## config.mk

```make
export PLATFORM = sky130hd
export DESIGN_NAME = counter_nbit_updown_mod
export DESIGN_NICKNAME = d
export VERILOG_FILES = /design/src/rtl/counter_nbit_updown_mod.sv
export SDC_FILE = /design/constraint.sdc
export NUM_CORES = 1
export LEC_CHECK = 0
export ABC_AREA = 1
export CAP_MARGIN = 10
export CELL_PAD_IN_SITES_DETAIL_PLACEMENT = 0
export CELL_PAD_IN_SITES_GLOBAL_PLACEMENT = 1
export CORE_MARGIN = 1.5
export CORE_UTILIZATION = 30
export CTS_CLUSTER_SIZE = 8
export DETAILED_ROUTE_END_ITERATION = 8
export PLACE_DENSITY_LB_ADDON = 0.1
export SKIP_CTS_REPAIR_TIMING = 1
export SLEW_MARGIN = 0
export SYNTH_ARGS = -nofsm -noshare
export SYNTH_HDL_FRONTEND = slang
export SYNTH_SLANG_ARGS = --single-unit
export TNS_END_PERCENT = 10
```

## constraint.sdc

```tcl
create_clock -name count -period 4.7 [get_ports count]
set_clock_uncertainty 0.1 [all_clocks]
set_input_delay 1.175 -clock count [delete_from_list [all_inputs] [get_ports count]]
set_output_delay 1.175 -clock count [all_outputs]
set_load 0.005 [all_outputs]
```

## src/rtl/counter_nbit_updown_mod.sv

```systemverilog
// counter_nbit_updown_mod
// WIDTH-bit, modulo-MODULUS up/down counter with count enable, direction,
// synchronous parallel load, a combinational terminal-count flag and
// registered one-cycle wrap / load-error pulses.
// Optional build macro: COUNTER_SATURATE_EN -- when defined the counter pins
// at its bounds instead of wrapping (wrap never asserts); load is unchanged.
// Clock is 'count', asynchronous active-high reset is 'clear'.

module counter_nbit_updown_mod #(
  parameter int WIDTH     = 4,   // counter width, >= 1
  parameter int MODULUS   = 16,  // 2 <= MODULUS <= 2**WIDTH
  parameter int RESET_VAL = 0    // < MODULUS
) (
  input  logic             count,
  input  logic             clear,
  input  logic             en,
  input  logic             up,
  input  logic             load,
  input  logic [WIDTH-1:0] d,
  output logic [WIDTH-1:0] out,
  output logic             tc,
  output logic             wrap,
  output logic             load_err
);

  // Bounds held one bit wider than the counter so MODULUS = 2**WIDTH is
  // representable and the increment never overflows before the compare.
  localparam logic [WIDTH:0]   LP_MOD = (WIDTH+1)'(MODULUS);
  localparam logic [WIDTH-1:0] LP_TOP = WIDTH'(MODULUS - 1);
  localparam logic [WIDTH-1:0] LP_RST = WIDTH'(RESET_VAL);

  logic [WIDTH-1:0] r_out;
  logic             r_wrap;
  logic             r_load_err;

  logic [WIDTH:0]   w_inc;
  logic [WIDTH-1:0] w_dec;
  logic             w_at_max;
  logic             w_at_min;
  logic             w_d_ok;

  logic [WIDTH-1:0] w_out_next;
  logic             w_wrap_next;
  logic             w_err_next;

  // Widened increment: reaching LP_MOD means the current value is the top.
  assign w_inc    = {1'b0, r_out} + {{WIDTH{1'b0}}, 1'b1};
  assign w_dec    = r_out - {{(WIDTH-1){1'b0}}, 1'b1};
  assign w_at_max = (w_inc == LP_MOD);
  assign w_at_min = (r_out == '0);
  assign w_d_ok   = ({1'b0, d} < LP_MOD);

  // Next-state selection: load beats enable, enable beats hold.
  always_comb begin
    w_out_next  = r_out;
    w_wrap_next = 1'b0;
    w_err_next  = 1'b0;
    if (load) begin
      if (w_d_ok) begin
        w_out_next = d;
      end else begin
        // Out-of-range load clamps to the top of the range and flags it.
        w_out_next = LP_TOP;
        w_err_next = 1'b1;
      end
    end else if (en) begin
      if (up) begin
        if (w_at_max) begin
`ifdef COUNTER_SATURATE_EN
          w_out_next = LP_TOP;
`else
          w_out_next  = '0;
          w_wrap_next = 1'b1;
`endif
        end else begin
          w_out_next = w_inc[WIDTH-1:0];
        end
      end else begin
        if (w_at_min) begin
`ifdef COUNTER_SATURATE_EN
          w_out_next = '0;
`else
          w_out_next  = LP_TOP;
          w_wrap_next = 1'b1;
`endif
        end else begin
          w_out_next = w_dec;
        end
      end
    end
  end

  // State register; clear acts immediately and dominates everything.
  always_ff @(posedge count or posedge clear) begin
    if (clear) begin
      r_out      <= LP_RST;
      r_wrap     <= 1'b0;
      r_load_err <= 1'b0;
    end else begin
      r_out      <= w_out_next;
      r_wrap     <= w_wrap_next;
      r_load_err <= w_err_next;
    end
  end

  // Terminal count follows inputs and count without delay for cascading.
  assign tc       = en & ~load & (up ? w_at_max : w_at_min);
  assign out      = r_out;
  assign wrap     = r_wrap;
  assign load_err = r_load_err;

endmodule

```

**Word-level counts from Yosys, hierarchy flattened**

Index checks and enable logic that the tools add are counted.

- Register bits: 5
- Bits of input ports: 9
- Output and inout port bits: 7
- Word-level logic and storage cells: 21

- Add/subtract/negate cells: 2
- Equality and inequality tests: 1
- Muxes and demuxes: 11
- Bitwise operators: 3
- Reductions and logical operators: 2

Operator list:

| operator | count |
|---|---|
| 4-bit two-way mux | 5 |
| 1-bit two-way mux | 6 |
| 4-bit by 1-bit adder with 5-bit output (second input constant) | 1 |
| 5-bit equality test (second input constant) | 1 |
| 4-bit zero test | 1 |
| 4-bit by 1-bit subtractor with 4-bit output (second input constant) | 1 |
| 1-bit bitwise AND | 2 |
| 2-bit nonzero test | 1 |
| 1-bit NOT | 1 |

**Depth between registers and ports, before layout**

Gate-level depths: netlist of run 1.

- Depth after elaboration: 6
- Depth in mapped cells: 8
- Depth with buffers taken out: 8

**Worst setup path after synthesis of run 1**

Ideal clock, no wire load.

- Kind: input port to output port
- Start point: input port up
- End point: output port tc
- Arrival time: 1.569 ns
- Data required time: 3.425 ns
- Setup slack: 1.856 ns
- Stages: 5
- Path buffers: 0
- Path through: inv_2 > nand2_1 > nor3_2 > nor2_1 > nor2_1

- Word-level cells in the longest chain between the ends: 2

Ends and longest elaborated chain:

| element | line | RTL |
|---|---|---|
| from (decl) | 17 | `input logic up,` |
| 1-bit two-way mux | 107 | `assign tc = en & ~load & (up ? w_at_max : w_at_min);` |
| 1-bit bitwise AND | 107 |  |
| to (decl) | 21 | `output logic tc,` |

No other way between the ends.

**Final worst setup path of run 1**

Ends and elaborated chain as after synthesis.

==> out/results.ini, run 1 <==
[run_status]
status=finished clean

[place]
post-place-ws_ns=0.746
dp_hpwl_um=690
gp_congestion=0.696
portBuffers=14
dpl-instance-area_sq_um=553
dp.cells=83

[setup_path]
reg2reg_setup_slack_ns=3.23
crit_family=buffers and inverters
crit_type=in2out
cp.arrival_ns=2.69
worstReg2RegStart=out[0]
end_kind=output pin
cp_slowest_stage_delay_ns=0.50
path_max_fanout=4
setup.worst_path.end=tc
path_buf_inv=3
reg2reg_to=out[2]
critPathLaunchType=input port
required_ns=3.42
r2r_cells=7
cp_slowest_cell=clkdlybuf4s50_1
critPathLaunch=up
path_cells=clkdlybuf4s50_1 -> inv_2 -> nand2_1 -> nor3_2 -> nor2_1 -> nor2_1 -> clkdlybuf4s50_1
crit_cells=7

[timing]
setup_viol=0
fin_crit_sh=0.844
layout_setup_ws_ns=0.733
max_freq_mhz=252
period_needed_ns=3.97
holdWs_ns=0.576
final_hold_viol_count=0
rsz0062_at_grt=false
finalMaxSlewViolations=0
fin_setup_tns_ns=0

[pwr]
cellPowerDensity_nw_per_um2=276
power_leakage_nw=0.289
ir_drop_mv=0.273
p_total_uw=160

[synth]
synth_fp_nets=67
yosysWarnings=0
avgSynthCellArea_sq_um=7.37
yosysUniqueCellTypes=21
syn_inst=56
synth_seq_cells=5
yosysSeqAreaShare=0.303
netlist_area_sq_um=413

[die]
die_w_um=40.1
rows=13
die_h_um=40.1
ios=16
start_util=0.321
dieArea_sq_um=1610
core_area_sq_um=1280

[clocking]
cts_tree=built
clk_pin_slew_ns=0.04
cts.sinks=5
cts_buffers=3
clockBufferDepth=2
clock_latency_ns=0.24
clock-root-buffer=clkbuf_4
h-tree-depth=1

[route]
drt_iter0_markers=5
wl_per_cell_um=9.69
first_pass_iters=4
vias=384
vias_per_cell=4.41
routed_wl_um=843
drc=0
final_antenna_net_count=0

[cells_and_area]
stdcell_count=87
fin_nets=84
drive_gt1_frac=0.153
stdcell_area_sq_um=579
syn_to_final_growth_pct=40.3
utilization=0.451
antenna-diode-count=0

[min_path]
min-delay-start=out[3]
hold_class=reg2reg

[global_routing]
grt_pass1_vias=317
antenna_found_initial=0
grtUsageTotal=0.130
grt_start_max_net_pins=9
grt_pass1_wl_um=1360
grt-ovfl-total=0

[flow_run]
maxCapViolations=0

==> Yosys cell counts <==
cell type	number	area share
a21oi_2	1	0.021
a22oi_1	1	0.018
buf_4	1	0.018
buf_6	1	0.027
bufinv_8	1	0.042
conb_1	1	0.0091
dfrtp_1	5	0.30
ha_1	2	0.061
inv_1	6	0.055
inv_2	3	0.027
nand2_1	14	0.13
nand2_2	1	0.015
nand3_1	5	0.061
nand4_1	1	0.015
nor2_1	6	0.055
nor2_4	1	0.027
nor3_2	1	0.024
o211ai_1	1	0.018
o21ai_1	1	0.012
o221ai_1	1	0.021
xor2_1	2	0.042
==> layer usage <==
metal  GRT usage  part of all wire  vias to the layer above  wire [um]
met5           0                 0                        -          0
met4           0                 0                        0          0
met3      0.0667             0.056                        0         47
met2       0.202              0.43                       12        363
met1       0.170              0.51                      168        431
li1            -                 -                      204          -
==> flip-flops by register name, summed over array words and instances (netlist names) <==
name	cells
out	4
wrap	1
==> how the worst min path moves through the flow <==
stage | end | slack, ns | cells past startpoint
floorplan | out[3] | 0.50 | 2
global placement | out[3] | 0.57 | 2
detailed placement | out[3] | 0.56 | 2
CTS | out[3] | 0.58 | 2
global route | out[3] | 0.62 | 2
finish | out[3] | 0.58 | 2
==> worst min-delay path, delay by kind of cell, from the launching register on <==
kind          cells  cell delay, ns
flops             1            0.47
simple gates      2            0.16
==> final cells by class <==
type	instances	area (sq um)
fillers	140	706
multi-input cells	39	218
repair buffers	14	140
flip-flops and latches	5	125
inverters	10	51.3
clock buffers	4	26.3
well taps	15	18.8
==> power by group <==
part           switching, mW  internal [mW]  total [mW]  leakage (nW)
clock                 0.0164         0.0320      0.0484        0.0150
combinational         0.0223         0.0302      0.0526         0.212
sequential            0.0110         0.0480      0.0589        0.0619
==> cell usage in the layout (no fill, tap or decap), drive strengths merged <==
cell type and n:
nor3 1, nand4 1, xor2 2, nor2 7, clkbuf 4, o211ai 1, dfrtp 5, o21ai 1
clkdlybuf4s50 14, nand3 5, a21oi 1, bufinv 1, conb 1, nand2 15, o221ai 1, inv 9
a22oi 1, ha 2
==> cell families (layout without fill, tap and decap cells) <==
logic type / count (synthesis) / after routing / synth area share
compound gates: 5 / 5 / 0.0909
buf+inv: 12 / 28 / 0.170
simple gates: 29 / 29 / 0.324
fa+ha+maj: 2 / 2 / 0.0606
flops: 5 / 5 / 0.303
other cells: 1 / 1 / 0.00908
xor+xnor: 2 / 2 / 0.0424
(Power assumes the default switching activity.)
==> run 2, diff against run 1 <==
--- a/config.mk
+++ b/config.mk
@@ -10,7 +10,7 @@
 export CELL_PAD_IN_SITES_DETAIL_PLACEMENT = 0
 export CELL_PAD_IN_SITES_GLOBAL_PLACEMENT = 1
 export CORE_MARGIN = 1.5
-export CORE_UTILIZATION = 30
+export CORE_UTILIZATION = 28
 export CTS_CLUSTER_SIZE = 8
 export DETAILED_ROUTE_END_ITERATION = 8
 export PLACE_DENSITY_LB_ADDON = 0.1
==> constraint.sdc (replaced) <==
create_clock -name count -period 3.91 [get_ports count]
set_clock_uncertainty 0.1 [all_clocks]
set_input_delay 0.9775 -clock count [delete_from_list [all_inputs] [get_ports count]]
set_output_delay 0.9775 -clock count [all_outputs]
set_load 0.005 [all_outputs]
==> out/results.ini, run 2 (synthesis gave the netlist of run 1 again) <==
[run_status]
status=finished clean

[route]
final_antenna_net_count=0
drc=0
first_pass_iters=2
routed_wl_um=849
drt_iter0_markers=5
wl_per_cell_um=9.76
vias_per_cell=4.39
vias=382

[setup_path]
crit_type=in2out
required_ns=2.83
r2r_cells=7
end_kind=output pin
reg2reg_to=out[2]
critPathLaunchType=input port
path_max_fanout=4
worstReg2RegStart=out[0]
cp.arrival_ns=2.47
reg2reg_setup_slack_ns=2.42

[clocking]
cts.sinks=5
clk_pin_slew_ns=0.05
h-tree-depth=1
clock_latency_ns=0.24
cts_tree=built
clock-root-buffer=clkbuf_4
cts_buffers=3
clockBufferDepth=2

[timing]
fin_crit_sh=0.906
period_needed_ns=3.54
fin_setup_tns_ns=0
setup_viol=0
max_freq_mhz=282
holdWs_ns=0.561
finalMaxSlewViolations=0
rsz0062_at_grt=false
final_hold_viol_count=0

[min_path]
min-delay-start=out[3]
holdPathStages=2
hold_end=out[3]
hold_class=reg2reg

[pwr]
pwr-share-comb=0.328
cellPowerDensity_nw_per_um2=332
switching_power_uw=59.7
ir_drop_mv=0.188
clockPowerShare=0.304
switching_share=0.311
power_leakage_nw=0.289
seqPwrFrac=0.368
p_int_uw=133

[die]
ios=16
rows=13
die_h_um=41.4
start_util=0.310
core_area_sq_um=1330
dieArea_sq_um=1710
die_w_um=41.4

[place]
portBuffers=14
dp_hpwl_um=693
gp_congestion=0.773

[cells_and_area]
antenna-diode-count=0
fin_nets=84
syn_to_final_growth_pct=40.3
largest_reg_flops=4
n_fill_cell=157
drive_gt1_frac=0.153
final_cell_mix=nand2_1, clkdlybuf4s50_1, inv_1, nor2_1

[global_routing]
grt_start_max_net_pins=9
grt_pass1_wl_um=1540
antenna_found_initial=0
grt-ovfl-total=0
grt_pass1_vias=389
grtUsageTotal=0.114

[flow_run]
maxCapViolations=0

==> run 2: through the flow <==
stage	utilization	power [mW]	cells	cell area [sq um]	setup slack, ns
after floorplan	-	0.110	56	413	1.46
after global placement	0.415	0.137	83	553	0.391
after detailed placement	0.415	0.135	83	553	0.383
after CTS	0.434	0.194	87	579	0.360
after global routing	0.434	0.211	87	579	0.233
final	0.434	0.192	87	579	0.366
==> run 2: power groups by stage <==
stage | Clock (mW) | Combinational, mW | Sequential (mW)
3_5_place_dp | 0 | 0.0633 | 0.0716
5_1_grt | 0.0681 | 0.0716 | 0.0717
6_report | 0.0585 | 0.0631 | 0.0707
2_1_floorplan | 0 | 0.0430 | 0.0668
3_3_place_gp | 0 | 0.0649 | 0.0718
4_1_cts | 0.0594 | 0.0638 | 0.0709
==> run 2: worst max path at each step <==
| stage | startpoint | to | cells after the start |
|---|---|---|---|
| 6_report | up | tc | 7 |
| 5_1_grt | up | tc | 7 |
| 4_1_cts | up | tc | 7 |
| 3_5_place_dp | up | tc | 7 |
| 3_3_place_gp | up | tc | 7 |
| 2_1_floorplan | up | tc | 5 |
==> run 2: per-layer routing <==
metal | global-route usage | wire [um] | vias up
met5 | 0 | 0 | -
met1 | 0.144 | 400 | 166
met2 | 0.188 | 405 | 11
met4 | 0.0387 | 0 | 0
li1 | - | - | 205
met3 | 0.0304 | 43 | 0
==> run 2: cell type report <==
| type | count | area (sq um) | area share |
|---|---|---|---|
| Tap cell | 15 | 18.8 | 0.0324 |
| Multi-Input combinational cell | 39 | 218 | 0.376 |
| Timing Repair Buffer | 14 | 140 | 0.242 |
| Clock buffer | 4 | 26.3 | 0.0454 |
| Inverter | 10 | 51.3 | 0.0886 |
| Sequential cell | 5 | 125 | 0.216 |
==> run 2: critical path, cell delays in order <==
cell,delay (ns)
clkdlybuf4s50_1,0.49
inv_2,0.09
nand2_1,0.07
nor3_2,0.15
nor2_1,0.10
nor2_1,0.09
clkdlybuf4s50_1,0.50
==> run 3, diff against run 2 <==
--- a/config.mk
+++ b/config.mk
@@ -14,7 +14,6 @@
 export CTS_CLUSTER_SIZE = 8
 export DETAILED_ROUTE_END_ITERATION = 8
 export PLACE_DENSITY_LB_ADDON = 0.1
-export SKIP_CTS_REPAIR_TIMING = 1
 export SLEW_MARGIN = 0
 export SYNTH_ARGS = -nofsm -noshare
 export SYNTH_HDL_FRONTEND = slang
==> results of run 3 <==
Final layout, timing and power as in run 2 (identical DEF).
